File: src/rtl/udc_pkg.sv
// -----------------------------------------------------------------------------
// udc_pkg
// Shared definitions for the parametrised up/down counter.
//   UDC_MODE_WRAP / UDC_MODE_SAT : values for the counter's SATURATE parameter
//   udc_clamp()                  : forces a value into [min_v, max_v]; used to
//                                  range-limit parallel loads
// -----------------------------------------------------------------------------
package udc_pkg;

   localparam int unsigned UDC_MODE_WRAP = 0;
   localparam int unsigned UDC_MODE_SAT  = 1;

   // 32-bit wide so a single function serves every counter width; callers
   // cast the result back to their own width.
   function automatic logic [31:0] udc_clamp(input logic [31:0] value,
                                             input logic [31:0] min_v,
                                             input logic [31:0] max_v);
      logic [31:0] res;
      res = value;
      if (value > max_v) begin
         res = max_v;
      end else if (value < min_v) begin
         res = min_v;
      end
      return res;
   endfunction

endpackage

File: src/rtl/udc_prescaler.sv
// -----------------------------------------------------------------------------
// udc_prescaler
// Enable qualifier: counts en cycles modulo PRESCALE and raises step_en on
// the en cycle that completes a group of PRESCALE, so the counter steps once
// per PRESCALE enabled cycles. PRESCALE=1 makes step_en equal to en.
// Only instantiated when UDC_PRESCALE_EN is defined.
// Ports:
//   clk       input  clock, rising edge
//   rst_n     input  asynchronous active-low reset, tick counter -> 0
//   en        input  enable to be qualified
//   sync_clr  input  synchronous restart of the tick counter (clear/load)
//   step_en   output qualified enable, valid in the same cycle as en
// -----------------------------------------------------------------------------
module udc_prescaler
   import udc_pkg::*;
#(
   parameter int unsigned PRESCALE = 4
)(
   input  logic clk,
   input  logic rst_n,
   input  logic en,
   input  logic sync_clr,
   output logic step_en
);

   localparam int unsigned TW = (PRESCALE > 1) ? $clog2(PRESCALE) : 1;
   localparam logic [TW-1:0] LAST = TW'(PRESCALE - 1);

   logic [TW-1:0] tick;

   // sync_clr wins over en so a load/clear cycle never counts as a tick.
   assign step_en = en && !sync_clr && (tick == LAST);

   always_ff @(posedge clk or negedge rst_n) begin
      if (!rst_n) begin
         tick <= '0;
      end else if (sync_clr) begin
         tick <= '0;
      end else if (en) begin
         if (tick == LAST) begin
            tick <= '0;
         end else begin
            tick <= tick + 1'b1;
         end
      end
   end

endmodule

File: src/rtl/up_down_counter_param.sv
// -----------------------------------------------------------------------------
// up_down_counter_param
// Bounded up/down counter with wrap or saturate behaviour, synchronous clear,
// clamped parallel load, boundary flags and wrap/sat event pulses.
// Optional macro UDC_PRESCALE_EN: qualifies en through udc_prescaler so only
// every PRESCALE-th enabled cycle takes a step.
// Ports:
//   clk, rst_n           clock (rising edge), async active-low reset
//   en, up_down          step enable, direction (1 = up)
//   clear                synchronous clear to RESET_VAL (highest priority)
//   load, load_val       synchronous load, value clamped to the bounds
//   count                registered count, always in [MIN_VAL, MAX_VAL]
//   at_max, at_min       decode of count against the bounds
//   wrap, sat            one-cycle registered event pulses
// Interface timing: there is no handshake. Inputs are sampled on every rising
// edge; count, wrap and sat are valid every cycle after reset and reflect the
// inputs sampled on the previous edge.
// -----------------------------------------------------------------------------
module up_down_counter_param
   import udc_pkg::*;
#(
   parameter int unsigned WIDTH     = 8,
   parameter int unsigned MIN_VAL   = 0,
   parameter int unsigned MAX_VAL   = (32'd1 << WIDTH) - 32'd1,
   parameter int unsigned RESET_VAL = MIN_VAL,
   parameter int unsigned SATURATE  = UDC_MODE_WRAP,
   parameter int unsigned PRESCALE  = 4
)(
   input  logic             clk,
   input  logic             rst_n,
   input  logic             en,
   input  logic             up_down,
   input  logic             clear,
   input  logic             load,
   input  logic [WIDTH-1:0] load_val,
   output logic [WIDTH-1:0] count,
   output logic             at_max,
   output logic             at_min,
   output logic             wrap,
   output logic             sat
);

   // Parameter sanity; WIDTH is capped at 31 so the default MAX_VAL fits.
   if (WIDTH < 2 || WIDTH > 31) begin : g_bad_width
      $error("up_down_counter_param: WIDTH must be in [2,31]");
   end
   if (MAX_VAL <= MIN_VAL) begin : g_bad_bounds
      $error("up_down_counter_param: MAX_VAL must exceed MIN_VAL");
   end
   if (MAX_VAL > ((32'd1 << WIDTH) - 32'd1)) begin : g_bad_max
      $error("up_down_counter_param: MAX_VAL does not fit in WIDTH bits");
   end
   if (RESET_VAL < MIN_VAL || RESET_VAL > MAX_VAL) begin : g_bad_reset
      $error("up_down_counter_param: RESET_VAL outside [MIN_VAL, MAX_VAL]");
   end
   if (PRESCALE < 1) begin : g_bad_prescale
      $error("up_down_counter_param: PRESCALE must be at least 1");
   end

   localparam logic [WIDTH-1:0] MIN_C   = WIDTH'(MIN_VAL);
   localparam logic [WIDTH-1:0] MAX_C   = WIDTH'(MAX_VAL);
   localparam logic [WIDTH-1:0] RESET_C = WIDTH'(RESET_VAL);
   localparam bit               SAT_MODE = (SATURATE == UDC_MODE_SAT);

   logic             step;
   logic [WIDTH:0]   inc_val;
   logic [WIDTH:0]   dec_val;
   logic             inc_over;
   logic             dec_under;
   logic [WIDTH-1:0] load_clamped;
   logic [WIDTH-1:0] count_nxt;
   logic             wrap_nxt;
   logic             sat_nxt;

`ifdef UDC_PRESCALE_EN
   udc_prescaler #(
      .PRESCALE (PRESCALE)
   ) u_prescaler (
      .clk      (clk),
      .rst_n    (rst_n),
      .en       (en),
      .sync_clr (clear | load),
      .step_en  (step)
   );
`else
   assign step = en;
`endif

   // One extra bit so +1 / -1 at the encoding limits cannot alias back into
   // range; the signed compare catches 0 - 1 underflow.
   assign inc_val   = {1'b0, count} + 1'b1;
   assign dec_val   = {1'b0, count} - 1'b1;
   assign inc_over  = inc_val > {1'b0, MAX_C};
   assign dec_under = $signed(dec_val) < $signed({1'b0, MIN_C});

   assign load_clamped = WIDTH'(udc_clamp(32'(load_val), MIN_VAL, MAX_VAL));

   always_comb begin
      count_nxt = count;
      wrap_nxt  = 1'b0;
      sat_nxt   = 1'b0;
      if (clear) begin
         count_nxt = RESET_C;
      end else if (load) begin
         count_nxt = load_clamped;
      end else if (step) begin
         if (up_down) begin
            if (!inc_over) begin
               count_nxt = inc_val[WIDTH-1:0];
            end else if (SAT_MODE) begin
               sat_nxt = 1'b1;
            end else begin
               count_nxt = MIN_C;
               wrap_nxt  = 1'b1;
            end
         end else begin
            if (!dec_under) begin
               count_nxt = dec_val[WIDTH-1:0];
            end else if (SAT_MODE) begin
               sat_nxt = 1'b1;
            end else begin
               count_nxt = MAX_C;
               wrap_nxt  = 1'b1;
            end
         end
      end
   end

   always_ff @(posedge clk or negedge rst_n) begin
      if (!rst_n) begin
         count <= RESET_C;
         wrap  <= 1'b0;
         sat   <= 1'b0;
      end else begin
         count <= count_nxt;
         wrap  <= wrap_nxt;
         sat   <= sat_nxt;
      end
   end

   assign at_max = (count == MAX_C);
   assign at_min = (count == MIN_C);

endmodule
File: config.mk
export PLATFORM = sky130hd
export DESIGN_NAME = up_down_counter_param
export DESIGN_NICKNAME = d
export VERILOG_FILES = /design/src/rtl/udc_pkg.sv /design/src/rtl/udc_prescaler.sv /design/src/rtl/up_down_counter_param.sv
export SDC_FILE = /design/constraint.sdc
export NUM_CORES = 1
export LEC_CHECK = 0
export ABC_AREA = 1
export CORE_UTILIZATION = 54
export CTS_BUF_LIST = sky130_fd_sc_hd__clkbuf_4
export CTS_CLUSTER_DIAMETER = 120
export DETAILED_ROUTE_END_ITERATION = 12
export PLACE_DENSITY = 0.85
export SYNTH_ARGS = -nofsm -noshare
export SYNTH_HDL_FRONTEND = slang
export SYNTH_SLANG_ARGS = --single-unit
File: constraint.sdc
create_clock -name clk -period 5.6 [get_ports clk]
set_clock_uncertainty 0.15 [all_clocks]
set_input_delay 1.4 -clock clk [delete_from_list [all_inputs] [get_ports clk]]
set_output_delay 1.4 -clock clk [all_outputs]
set_load 0.005 [all_outputs]
* Word-level counts from Yosys, hierarchy flattened
Cells that the tools add are included.
** Storage, ports and cells
- Word-level logic and storage cells :: 21
- Register bits :: 9
- Bits of input ports :: 14
** Cells by class
- Eq/ne operators :: 1
- Add/subtract/negate cells :: 2
- Muxes and demuxes :: 12
- Reduce and logical (&&, ||, !) cells :: 2
- Order comparisons :: 2
** Operator list (count)
- 8-bit 2-to-1 mux :: 6
- 8-bit by 1-bit adder with 9-bit output, second input constant :: 1
- 9-bit by 8-bit greater-than comparator with 1-bit output, second input constant :: 1
- 9-bit by 1-bit < comparator with 1-bit output, second input constant :: 1
- 8-bit by 1-bit subtractor with 9-bit output, second input constant :: 1
- 8-bit equality test, second input constant :: 1
- 8-bit logical NOT :: 1
- 1-bit 2-to-1 mux :: 6
- 3-bit nonzero test :: 1

* Longest topological paths before layout
Gate-level depths: netlist of the first run.
- Depth after elaboration :: 7
- Depth in mapped cells :: 14

* Least setup slack after synthesis of the first run
No wires, ideal clock.
- Path type :: register to output
- Start :: reg count[1]
- End :: out at_max
- Data required time :: 4.050 ns
- Arrival :: 0.928 ns
- Setup slack :: 3.122 ns
- Cell stages (with the launch flop) :: 4
- Path buffers :: 0
- Cell sequence :: dfrtp_1 > ha_1 > nand4_1 > inv_1
** On the way
- Longest elaborated chain between the ends :: 1
** Ends and longest elaborated chain
- from (decl) :: line up_down_counter_param.sv:36 : output logic [WIDTH-1:0] count,
- from (signal assigned) :: line up_down_counter_param.sv:135 : count <= count_nxt;
- 8-bit equality test :: line up_down_counter_param.sv:141 : assign at_max = (count == MAX_C);
- to (decl) :: line up_down_counter_param.sv:37 : output logic at_max,
Every way passes these cells.

* Worst setup path after layout of the first run
Same ends and word-level chain as after synthesis.

==> results of run 1 <==
-- how the worst min path moves through the flow --
| stage | cells past startpoint | to | startpoint |
|---|---|---|---|
| after floorplan | 2 | count[7]$_DFFE_PN0P_ | count[7]$_DFFE_PN0P_ |
| after global placement | 2 | count[7]$_DFFE_PN0P_ | count[7]$_DFFE_PN0P_ |
| after detailed placement | 2 | count[7]$_DFFE_PN0P_ | count[7]$_DFFE_PN0P_ |
| after CTS | 2 | count[7]$_DFFE_PN0P_ | count[7]$_DFFE_PN0P_ |
| after global routing | 2 | count[7]$_DFFE_PN0P_ | count[7]$_DFFE_PN0P_ |
| final | 2 | count[7]$_DFFE_PN0P_ | count[7]$_DFFE_PN0P_ |
-- routing by layer --
metal  global-route usage, %  vias up
met2                    49.7       30
met3                    2.78        7
li1                        -      575
met1                    36.7      505
met5                       0        -
met4                    10.6        0
-- kinds of logic (layout without fill, tap and decap cells) --
logic type | count (synthesis) | count (layout) | synth area share (%)
xor+xnor | 5 | 5 | 4.25
fa+ha+maj | 5 | 5 | 6.07
buf+inv | 24 | 46 | 11.6
simple gates | 118 | 118 | 50.7
flops | 9 | 9 | 21.8
other cells | 1 | 1 | 0.364
compound gates | 10 | 10 | 5.10
-- worst register-to-register path, cell delays in order (launching register included) --
cell and delay (ns):
dfrtp_1 0.55, inv_1 0.15, ha_1 0.34, nand2_1 0.06, nor2_1 0.11, nand3_1 0.13
nor2_2 0.11, nand2_2 0.07, nand2_2 0.07, nand2_4 0.07, nand2_1 0.07, nand2_1 0.05
nand2_1 0.07, nand2_1 0.05
-- power groups by stage --
stage	combinational, mW	sequential [mW]	clock [mW]
2_1_floorplan	0.0656	0.0810	0
3_3_place_gp	0.0919	0.0867	0
3_5_place_dp	0.0938	0.0876	0
4_1_cts	0.0943	0.0865	0.0569
5_1_grt	0.107	0.0875	0.0590
6_report	0.0944	0.0868	0.0567
-- metrics by stage --
| stage | util (%) | area (um^2) | hold slack (ns) |
|---|---|---|---|
| 3_5_place_dp | 70.9 | 1250 | 0.467 |
| 2_1_floorplan | - | 1030 | 0.383 |
| 4_1_cts | 72.6 | 1280 | 0.482 |
| 6_report | 72.6 | 1280 | 0.474 |
| 5_1_grt | 72.6 | 1280 | 0.497 |
| 3_3_place_gp | 70.9 | 1250 | 0.461 |
-- cell usage after synthesis (4+ instances only) --
cell type,instances,area [um^2]
nand3_1,10,50.1
nand2_2,6,37.5
nand4_1,4,25.0
dfrtp_1,9,225
xor2_1,5,43.8
inv_1,17,63.8
a21oi_1,5,25.0
nor2_1,29,109
nand2_1,59,221
ha_1,5,62.6
-- registers in the layout, summed over array words and instances (netlist names) --
register,cells
count,8
wrap,1
-- layout make-up --
type                    count  area [um^2]  area share, %
repair buffers             24          240           18.8
well taps                  25         31.3           2.44
clock buffers               4         30.0           2.35
multi-input cells         139          686           53.6
inverters                  18         67.6           5.28
flip-flops and latches      9          225           17.6
==> impl_metrics.toml, run 1 <==
[status]
status = "finished, final reports clean"

[grt]
overflow = 0
antenna_found_initial = 0
grt_pass1_wl_um = 4340
grt_max_degree = 15
grt_pass1_vias = 989
grt_use_total_pct = 28.7

[setup_path]
worstPathArrival_ns = 1.86
cpMaxStageDelayCell = "dfrtp_1"
path_cells = "ha_1 -> nand4_1 -> inv_1 -> clkdlybuf4s50_1"
ff2ff_path_depth = 13
startpoint = "count[1]$_DFFE_PN0P_"
rrSetupSlack_ns = 3.44
start_kind = "flip-flop"
crit_fanout = 9
path_depth = 4
worst_r2r_endpoint = "count[5]$_DFFE_PN0P_"
path_delay_family = "buffers and inverters"
rr_startpoint = "count[1]$_DFFE_PN0P_"
path_class = "reg2out"
endpoint = "at_max"
endpoint_kind = "output port"
cp.required_ns = 4.05
critPathMaxStageDelay_ns = 0.55
crit_buf_inv = 2

[detailed_routing]
drc_errors = 0
drt-initial-drc-count = 28
met1Wirelength_um = 1190
wl_met3_um = 93
drt-pass1-iter-count = 4
routed_wirelength_um = 2570
num_vias = 1117
wl_met2_um = 1240
antenna_left = 0
via_per_inst = 5.10
avgRoutedWirePerCell_um = 11.7
maxUsedRoutingLayer = "met4"

[sta]
hold_violations = 0
worst_slack_ns = 2.19
setup-tns-final_ns = 0
fin_crit_sh_pct = 61.0
max_freq_ghz = 0.293
setup_viol = 0
rsz0062_at_grt = "false"
fin_crit_ns = 3.41
slew_violations = 0

[power_and_ir_drop]
seqPwrFrac_pct = 36.5
p_int_mw = 0.147
combPwrFrac_pct = 39.7
powerDensity_mw_per_mm2 = 186
peakVddDrop_v = 0.000166
static-leakage-power_nw = 0.676
clockPowerShare_pct = 23.8
swShare_pct = 38.3
p_total_mw = 0.238
switchingPower_mw = 0.0910

[final_layout]
layout_common_cells = "59 x nand2_1, 29 x nor2_1, 24 x clkdlybuf4s50_1"
area_growth_syn_to_layout_pct = 24.2
final_common_cell = "nand2_1"
final_nets = 214
fin_cells = 219
n_fill_cell = 154
drive_above_1_share_pct = 9.79
antenna_cells = 0

[synthesis]
synthCells = 172
ys_ff_latch = 9
avgSynthCellArea_um2 = 5.99
synth_ff_type = "dfrtp_1"
yosys.cell_types.count = 26
syn_nets = 191
synth_edf_count = 0
synth_area_mm2 = 0.00103
ys_warn_count = 0
yosysSeqAreaShare_pct = 21.8
ys_async_sr_fraction_pct = 100

[floorplan]
pin_count = 26
core_mm2 = 0.00176
die_h_um = 45.7
row_count = 15
initial_core_util_pct = 58.4
die_area_mm2 = 0.00209
die_width_um = 45.7

[cts]
cts-root-buf = "clkbuf_4"
clock-sinks = 9
postCtsHoldBufs = 0
cts_made_buffers = 3
clk_pin_slew_ns = 0.06
cts_resized = 0
cts_setup_buffers = 0
clockBufferDepth = 2
clk_latency_ns = 0.27
htree_num_levels = 1
cts_tree = "built"

[placed_design]
gp_congestion = 0.886
place_hpwl_um = 2090
dp_cells = 215
io_buffers = 24
dp_slack_ns = 2.48

[worst_hold_path]
min_path_type = "reg2reg"

[flow_run]
maxCapViolations = 0
(Power assumes the default switching activity.)
==> run 2, diff against run 1 <==
- CORE_UTILIZATION: 54 -> 51
- PLACE_DENSITY: 0.85 -> 0.81
- clock period: 5.6 -> 3.2 ns (I/O delays scaled with it)
==> run 2 against run 1 <==
Effect of this change:
- clock-buffer cell count unchanged
- first-iteration DRC count fell by 29%
- core utilization decreased by 1.1 points
- largest cell class unchanged
- die area rose by 5.6%
- highest routed layer unchanged
- sequential power grew 72%
- flip-flop and latch count did not move
- global-route usage is 2.1 points lower
- combinational power is 78% higher
- total power rose by 74%
- wire length decreased by 0.43%
- sequential share of layout area down 0.10 points
- via count shrank 0.90%
==> impl_metrics.toml, run 2 (same netlist as run 1, synthesis figures left out) <==
[grt]
grt_pass1_wl_um = 4200
antenna_found_initial = 0
grt_use_total_pct = 26.5
grt_max_degree = 15
overflow = 0
grt_pass1_vias = 1009

[floorplan]
die_h_um = 47.0
initial_core_util_pct = 57.2
row_count = 15
pin_count = 26
core_mm2 = 0.00180
die_area_mm2 = 0.00221
die_width_um = 47.0

[setup_path]
endpoint_kind = "output port"
crit_fanout = 9
cp.required_ns = 2.25
worst_r2r_endpoint = "count[2]$_DFFE_PN0P_"
rr_startpoint = "count[1]$_DFFE_PN0P_"
rrSetupSlack_ns = 1.02
worstPathArrival_ns = 1.80
path_class = "reg2out"
ff2ff_path_depth = 13
start_kind = "flip-flop"

[worst_hold_path]
hold_depth = 2
worstHoldStart = "count[7]$_DFFE_PN0P_"
hold_path_end = "count[7]$_DFFE_PN0P_"
min_path_type = "reg2reg"

[detailed_routing]
drt-initial-drc-count = 20
drt-pass1-iter-count = 4
routed_wirelength_um = 2560
num_vias = 1107
via_per_inst = 5.03
drc_errors = 0
avgRoutedWirePerCell_um = 11.6
antenna_left = 0

[final_layout]
layout_common_cells = "59 x nand2_1, 29 x nor2_1, 24 x clkdlybuf4s50_1"
postLayoutCoreUtil_pct = 71.5
antenna_cells = 0
top_regs = "count: 8 flops, wrap: 1 flops"
drive_above_1_share_pct = 10.3
final_nets = 215
final_common_cell = "nand2_1"
area_growth_syn_to_layout_pct = 24.9
regMostFlops = "count"
largest_reg_flops = 8

[sta]
rsz0062_at_grt = "false"
fin_crit_sh_pct = 86.0
max_freq_ghz = 0.363
slew_violations = 0
setup-tns-final_ns = 0
hold_violations = 0
fin_crit_ns = 2.75
setup_viol = 0

[cts]
cts-root-buf = "clkbuf_4"
cts_tree = "built"
cts_made_buffers = 3
clockBufferDepth = 2
cts_resized = 0
htree_num_levels = 1
clk_pin_slew_ns = 0.06
clock-sinks = 9
postCtsHoldBufs = 0
clk_latency_ns = 0.26
cts_setup_buffers = 0

[flow_run]
maxCapViolations = 0

[power_and_ir_drop]
powerDensity_mw_per_mm2 = 321
static-leakage-power_nw = 0.681
peakVddDrop_v = 0.000222

[placed_design]
io_buffers = 24
place_hpwl_um = 2000
gp_congestion = 0.953

[status]
status = "finished, final reports clean"
[run 2: cell count changes in the layout (fill, tap and decap cells not counted), sizes merged]
cell | before | now
buf | 0 | 1
[run 2: cell type report]
| cell class | instances | area (um^2) |
|---|---|---|
| sequential | 9 | 225 |
| timing repair buffer | 25 | 248 |
| multi-input combinational | 139 | 686 |
| inverter | 18 | 67.6 |
| clock buffer | 4 | 30.0 |
| tap | 25 | 31.3 |
| fill | 169 | 514 |
[run 2: worst max-delay path, stage by stage (launching register included)]
cell and delay [ns]:
dfrtp_1 0.51, ha_1 0.26, nand4_1 0.18, inv_1 0.10, clkdlybuf4s50_1 0.50
[run 2: report_power, final]
group	internal, mW	total [mW]	switching (mW)
Combinational	0.0773	0.168	0.0904
Sequential	0.124	0.149	0.0253
Clock	0.0565	0.0964	0.0399
Total	0.258	0.413	0.156
[run 2: worst max-delay path by stage]
stage	start	endpoint	slack [ns]	cells after the start
after global placement	count[3]$_DFFE_PN0P_	at_max	0.74	5
final	count[1]$_DFFE_PN0P_	at_max	0.45	4
after global routing	count[3]$_DFFE_PN0P_	at_max	0.32	5
after CTS	count[1]$_DFFE_PN0P_	at_max	0.43	4
after floorplan	count[1]$_DFFE_PN0P_	at_max	1.32	3
after detailed placement	count[1]$_DFFE_PN0P_	at_max	0.72	4
[run 2: through the flow]
step	power (mW)	setup slack (ns)	cells	instance area [um^2]	hold WS, ns
floorplan	0.257	1.32	172	1030	0.354
global placement	0.315	0.739	216	1260	0.396
detailed placement	0.317	0.718	216	1260	0.410
CTS	0.414	0.432	220	1290	0.424
global route	0.445	0.316	220	1290	0.472
finish	0.413	0.447	220	1290	0.418
[run 2: routing by layer]
metal	vias up	routed length, um	track usage, %
li1	574	-	-
met1	495	1170	33.5
met2	32	1260	46.1
met3	6	88	1.92
met4	0	47	12.0
met5	-	0	0
==> variant 1: new RTL, settings of run 2 <==
Change the parameter `WIDTH` from 8 to 9.
--- a/src/rtl/up_down_counter_param.sv
+++ b/src/rtl/up_down_counter_param.sv
@@ -19,7 +19,7 @@
 module up_down_counter_param
    import udc_pkg::*;
 #(
-   parameter int unsigned WIDTH     = 8,
+   parameter int unsigned WIDTH     = 9,
    parameter int unsigned MIN_VAL   = 0,
    parameter int unsigned MAX_VAL   = (32'd1 << WIDTH) - 32'd1,
    parameter int unsigned RESET_VAL = MIN_VAL,
Interface: changed (resized count and load_val); port bits go from 26 to 28. The function was not compared with the original's and may differ.
==> variant 1 against run 2 <==
  * Routed wire length is 6.6% higher
  * Cell count increased by 2.3%
  * Total power is 5.6% higher
  * Register-to-register slack gained 0.32 ns
  * Core utilization is 3.5 points lower
  * Clock power shrank 1%
  * Area after synthesis rose by 2.3%
  * Setup slack worse by 0.16 ns
  * Combinational power up 9%
  * Cell area increased by 3.6%
  * Worst hold slack gained 0.026 ns
  * Sequential cell count grew 1
  * Die area up 2.2%
  * Count of clock-buffer cells in the layout down 1
  * Critical path type unchanged
  * Critical endpoint unchanged
==> variant 1: results (changes against run 2) <==
metric,value,unit,change
vias,1134,,+2.4%
synth_nets,192,,+0.52%
first_global_vias,986,,-2.3%
r2r_setup_slack,1.34,ns,+0.32 ns
rr_worst_depth,12,,-1
holdCritStartpoint,count[8],,
grt_use_total,0.277,,+0.0120
wl_met3,254,um,+190%
ir_worst_vdd,0.226,mV,+1.4%
cp_slowest_stage_delay,0.49,ns,-0.02 ns
fillCellCount,203,,+20%
holdPathStages,2,,unchanged
synth.area.top_cells,"nand2_1, dfrtp_1, inv_1, ha_1, nand3_1",,
first_iter_violations,42,,+110%
worst_hold_slack,0.444,ns,+0.0260 ns
synth_common_cells,"nand2_1, inv_1, nor2_1",,
reg_top3,"count (9), wrap (1)",,
async_flop_share,1.00,,unchanged
wire_per_inst,12.1,um,+4.3%
worstPathMaxFanout,5,,-4
status,"complete, no violations",,
min_to,count[8],,
die_area,2250,um2,+2.2%
place.gp.congestion,0.917,,-3.7%
grt_max_degree,11,,-4
cts_buffer_depth,2,,unchanged
yosysWarnings,0,,unchanged
rr_endpoint,count[8],,
port_buffers,26,,+8.3%
place_ws,0.590,ns,-0.128 ns
ys_seq_area_frac,0.237,,+0.0188
p_sw,171,uW,+9.7%
r2r_start,count[0],,
htree_levels,1,,unchanged
nets,218,,+1.4%
grt_pass1_wl,4250,um,+1.3%
ys_types,27,,+3.8%
met1Wirelength,1130,um,-3.3%
cpMaxStageDelayCell,clkdlybuf4s50_1,,
synth_flop_cell,dfrtp_1,,
area_delta_synth_final,26.5,%,
wl_met2,1300,um,+3.1%
dp_hpwl,2030,um,+1.7%
drive_gt1_frac,0.0960,,-0.00660
clock_latency,0.28,ns,+0.02 ns
p_leak,0.000704,uW,+3.4%
ys_ff_latch,10,,+1
-- variant 1: cell types whose count changed in the layout (fill, tap and decap cells not counted), sizes merged, moves of 2 or more --
cell and change:
nor2 -13, o21ai +12, nand2 +6, inv +5
a21oi -4, nand4 -3, xor2 -3, clkdlybuf4s50 +2
nor3 -2
-- variant 1: metrics by stage --
stage                     cell area, um2  power (uW)   util  instances
after floorplan                     1050         276      -        173
after CTS                           1330         437  0.680        225
after global placement              1310         335  0.666        221
after detailed placement            1310         340  0.666        221
final                               1330         436  0.680        225
after global routing                1330         468  0.680        225
-- variant 1: worst max path at each step --
stage / slack (ns) / depth (start not counted) / start / to
floorplan: 1.17 / 6 / count[0] / at_max
CTS: 0.28 / 7 / count[1] / at_max
global route: 0.10 / 7 / count[0] / at_max
global placement: 0.62 / 6 / count[3] / at_max
detailed placement: 0.59 / 7 / count[1] / at_max
finish: 0.29 / 7 / count[1] / at_max
-- variant 1: power groups by stage --
stage	registers (uW)	clock network, uW	logic, uW
2_1_floorplan	153	0	122
3_3_place_gp	159	0	176
3_5_place_dp	161	0	179
4_1_cts	158	97.8	181
5_1_grt	161	101	206
6_report	158	95.4	183
-- variant 1: critical path, delay by kind of cell (launching register included) --
| family | cells | cell delay [ns] |
|---|---|---|
| flip-flops | 1 | 0.43 |
| buffers and inverters | 2 | 0.62 |
| adder cells (fa/ha/maj) | 2 | 0.36 |
| AND/OR/NAND/NOR | 3 | 0.29 |
-- variant 1: final cells by class --
| class | instances | area share |
|---|---|---|
| inverters | 23 | 0.0647 |
| flip-flops and latches | 10 | 0.188 |
| well taps | 27 | 0.0253 |
| repair buffers | 26 | 0.195 |
| clock buffers | 3 | 0.0169 |
| multi-input cells | 135 | 0.508 |
| clock inverters | 1 | 0.00281 |
-- variant 1: cells by family after synthesis --
kind of cell             count (synthesis)  synth area share
XOR/XNOR                                 3            0.0249
buffers and inverters                   28             0.121
AO/OA/AOI/OAI                           20             0.104
adder cells (fa/ha/maj)                  4            0.0475
AND/OR/NAND/NOR                        107             0.461
flip-flops                              10             0.237
other                                    1           0.00356
-- variant 1: per-layer routing --
layer,up-vias,track usage
li1,583,-
met1,491,0.369
met2,53,0.463
met3,7,0.0302
met4,0,0.103
met5,-,0
==> variant 2: new RTL, config.mk and constraints of run 2 <==
Without the edit above. The output `wrap` loses its register stage (`wrap` becomes a continuous assignment). Comments in the files are not updated.
--- a/src/rtl/up_down_counter_param.sv
+++ b/src/rtl/up_down_counter_param.sv
@@ -129,14 +129,14 @@
    always_ff @(posedge clk or negedge rst_n) begin
       if (!rst_n) begin
          count <= RESET_C;
-         wrap  <= 1'b0;
          sat   <= 1'b0;
       end else begin
          count <= count_nxt;
-         wrap  <= wrap_nxt;
          sat   <= sat_nxt;
       end
    end
+
+   assign wrap = wrap_nxt;
 
    assign at_max = (count == MAX_C);
    assign at_min = (count == MIN_C);
Function: changed (a bounded check fails within 4 cycles, from zero or initial values and one cycle with rst_n low).
==> variant 2 against run 2 <==
  * Clock power is 23% lower
  * Synthesized cell count up 1.2%
  * Count of clock-buffer cells in the layout fell by 1
  * Total power is 3.0% higher
  * Sequential power shrank 6%
  * Via count increased by 16%
  * Cell area is 6.2% higher
  * Non-clock buffer count grew 9
  * Area after synthesis decreased by 2.3%
  * Routed wire length grew 30%
  * Register-to-register slack improved by 0.12 ns
  * Setup slack lost 0.31 ns
  * Sequential share of layout area decreased by 2.6 points
  * Critical path type unchanged
  * Sequential cell count is 1 lower
==> variant 2: results (changes against run 2) <==
metric,value,unit,change
switching_share,0.411,,+0.0345
grt_use_total,0.341,,+0.0752
clk_pin_slew,0.05,ns,
routed_wl,3340,um,+30%
ctsResizeCount,11,,+11
max_freq,0.327,GHz,-10%
yosysWarnings,0,,unchanged
synth_nets,193,,+1.0%
fillCellCount,138,,-18%
min_to,count[7],,
first_iter_violations,65,,+230%
powerSeq,140,uW,-6%
grtUsageMet2,0.581,,+0.119
synth_common_cells,"nand2_1, nor2_1, inv_1",,
first_global_vias,1095,,+8.5%
grt_pass1_wl,5090,um,+21%
worstPathMaxFanout,7,,-2
wl_met2,1640,um,+31%
status,"complete, no violations",,
min_path_type,reg -> reg,,
nets,225,,+4.7%
arrival,2.11,ns,+0.31 ns
cp_slowest_stage_delay,0.44,ns,-0.07 ns
p_leak,0.000707,uW,+3.8%
wl_met3,192,um,+120%
drv_cap,0,,unchanged
place.gp.congestion,0.978,,+2.6%
use_met3,0.0392,,+0.0200
drive_gt1_frac,0.191,,+0.0886
r2r_setup_slack,1.14,ns,+0.12 ns
cts_setup_buffers,5,,+5
critPathCapture,wrap,,
rr_endpoint,count[7],,
crit_family,simple AND/OR/NAND/NOR gates,,
drv_slew,0,,unchanged
r2r_start,count[0],,
async_flop_share,1.00,,unchanged
dp_hpwl,2240,um,+12%
dr.pass1.iters,4,,unchanged
ir_worst_vdd,0.368,mV,+65%
viasPerCell,5.61,,+11%
ys_seq_area_frac,0.199,,-0.0197
final-setup-viol-count,0,,unchanged
ys_types,25,,-3.8%
met1Wirelength,1330,um,+14%
pwr-share-clk,0.175,,-0.058
synth.area.top_cells,"nand2_1, dfrtp_1, nor2_1, ha_1, inv_1",,
reg_top3,count (8),,
place_ws,0.0536,ns,-0.665 ns
grtUsageMet1,0.421,,+0.0858
cpMaxStageDelayCell,dfrtp_2,,
## variant 2: area by class of cell
cell class	instances	area share
clock buffers	3	0.0165
flip-flops and latches	8	0.149
multi-input cells	141	0.529
inverters	18	0.0531
repair buffers	34	0.230
well taps	25	0.0229
## variant 2: per-stage QoR
| stage | hold WS [ns] | area [um2] | instances | util | total power (uW) |
|---|---|---|---|---|---|
| final | 0.461 | 1370 | 229 | 0.767 | 426 |
| after CTS | 0.443 | 1350 | 228 | 0.757 | 407 |
| after global routing | 0.474 | 1370 | 229 | 0.767 | 451 |
| after floorplan | 0.354 | 1010 | 174 | - | 246 |
| after global placement | 0.424 | 1250 | 220 | 0.704 | 310 |
| after detailed placement | 0.431 | 1250 | 220 | 0.704 | 315 |
## variant 2: cell families after synthesis
kind of cell | Yosys count | share of synthesized area
flops | 8 | 0.199
other cells | 1 | 0.00372
buf+inv | 25 | 0.120
fa+ha+maj | 5 | 0.0621
simple gates | 121 | 0.524
xor+xnor | 5 | 0.0435
compound gates | 9 | 0.0472
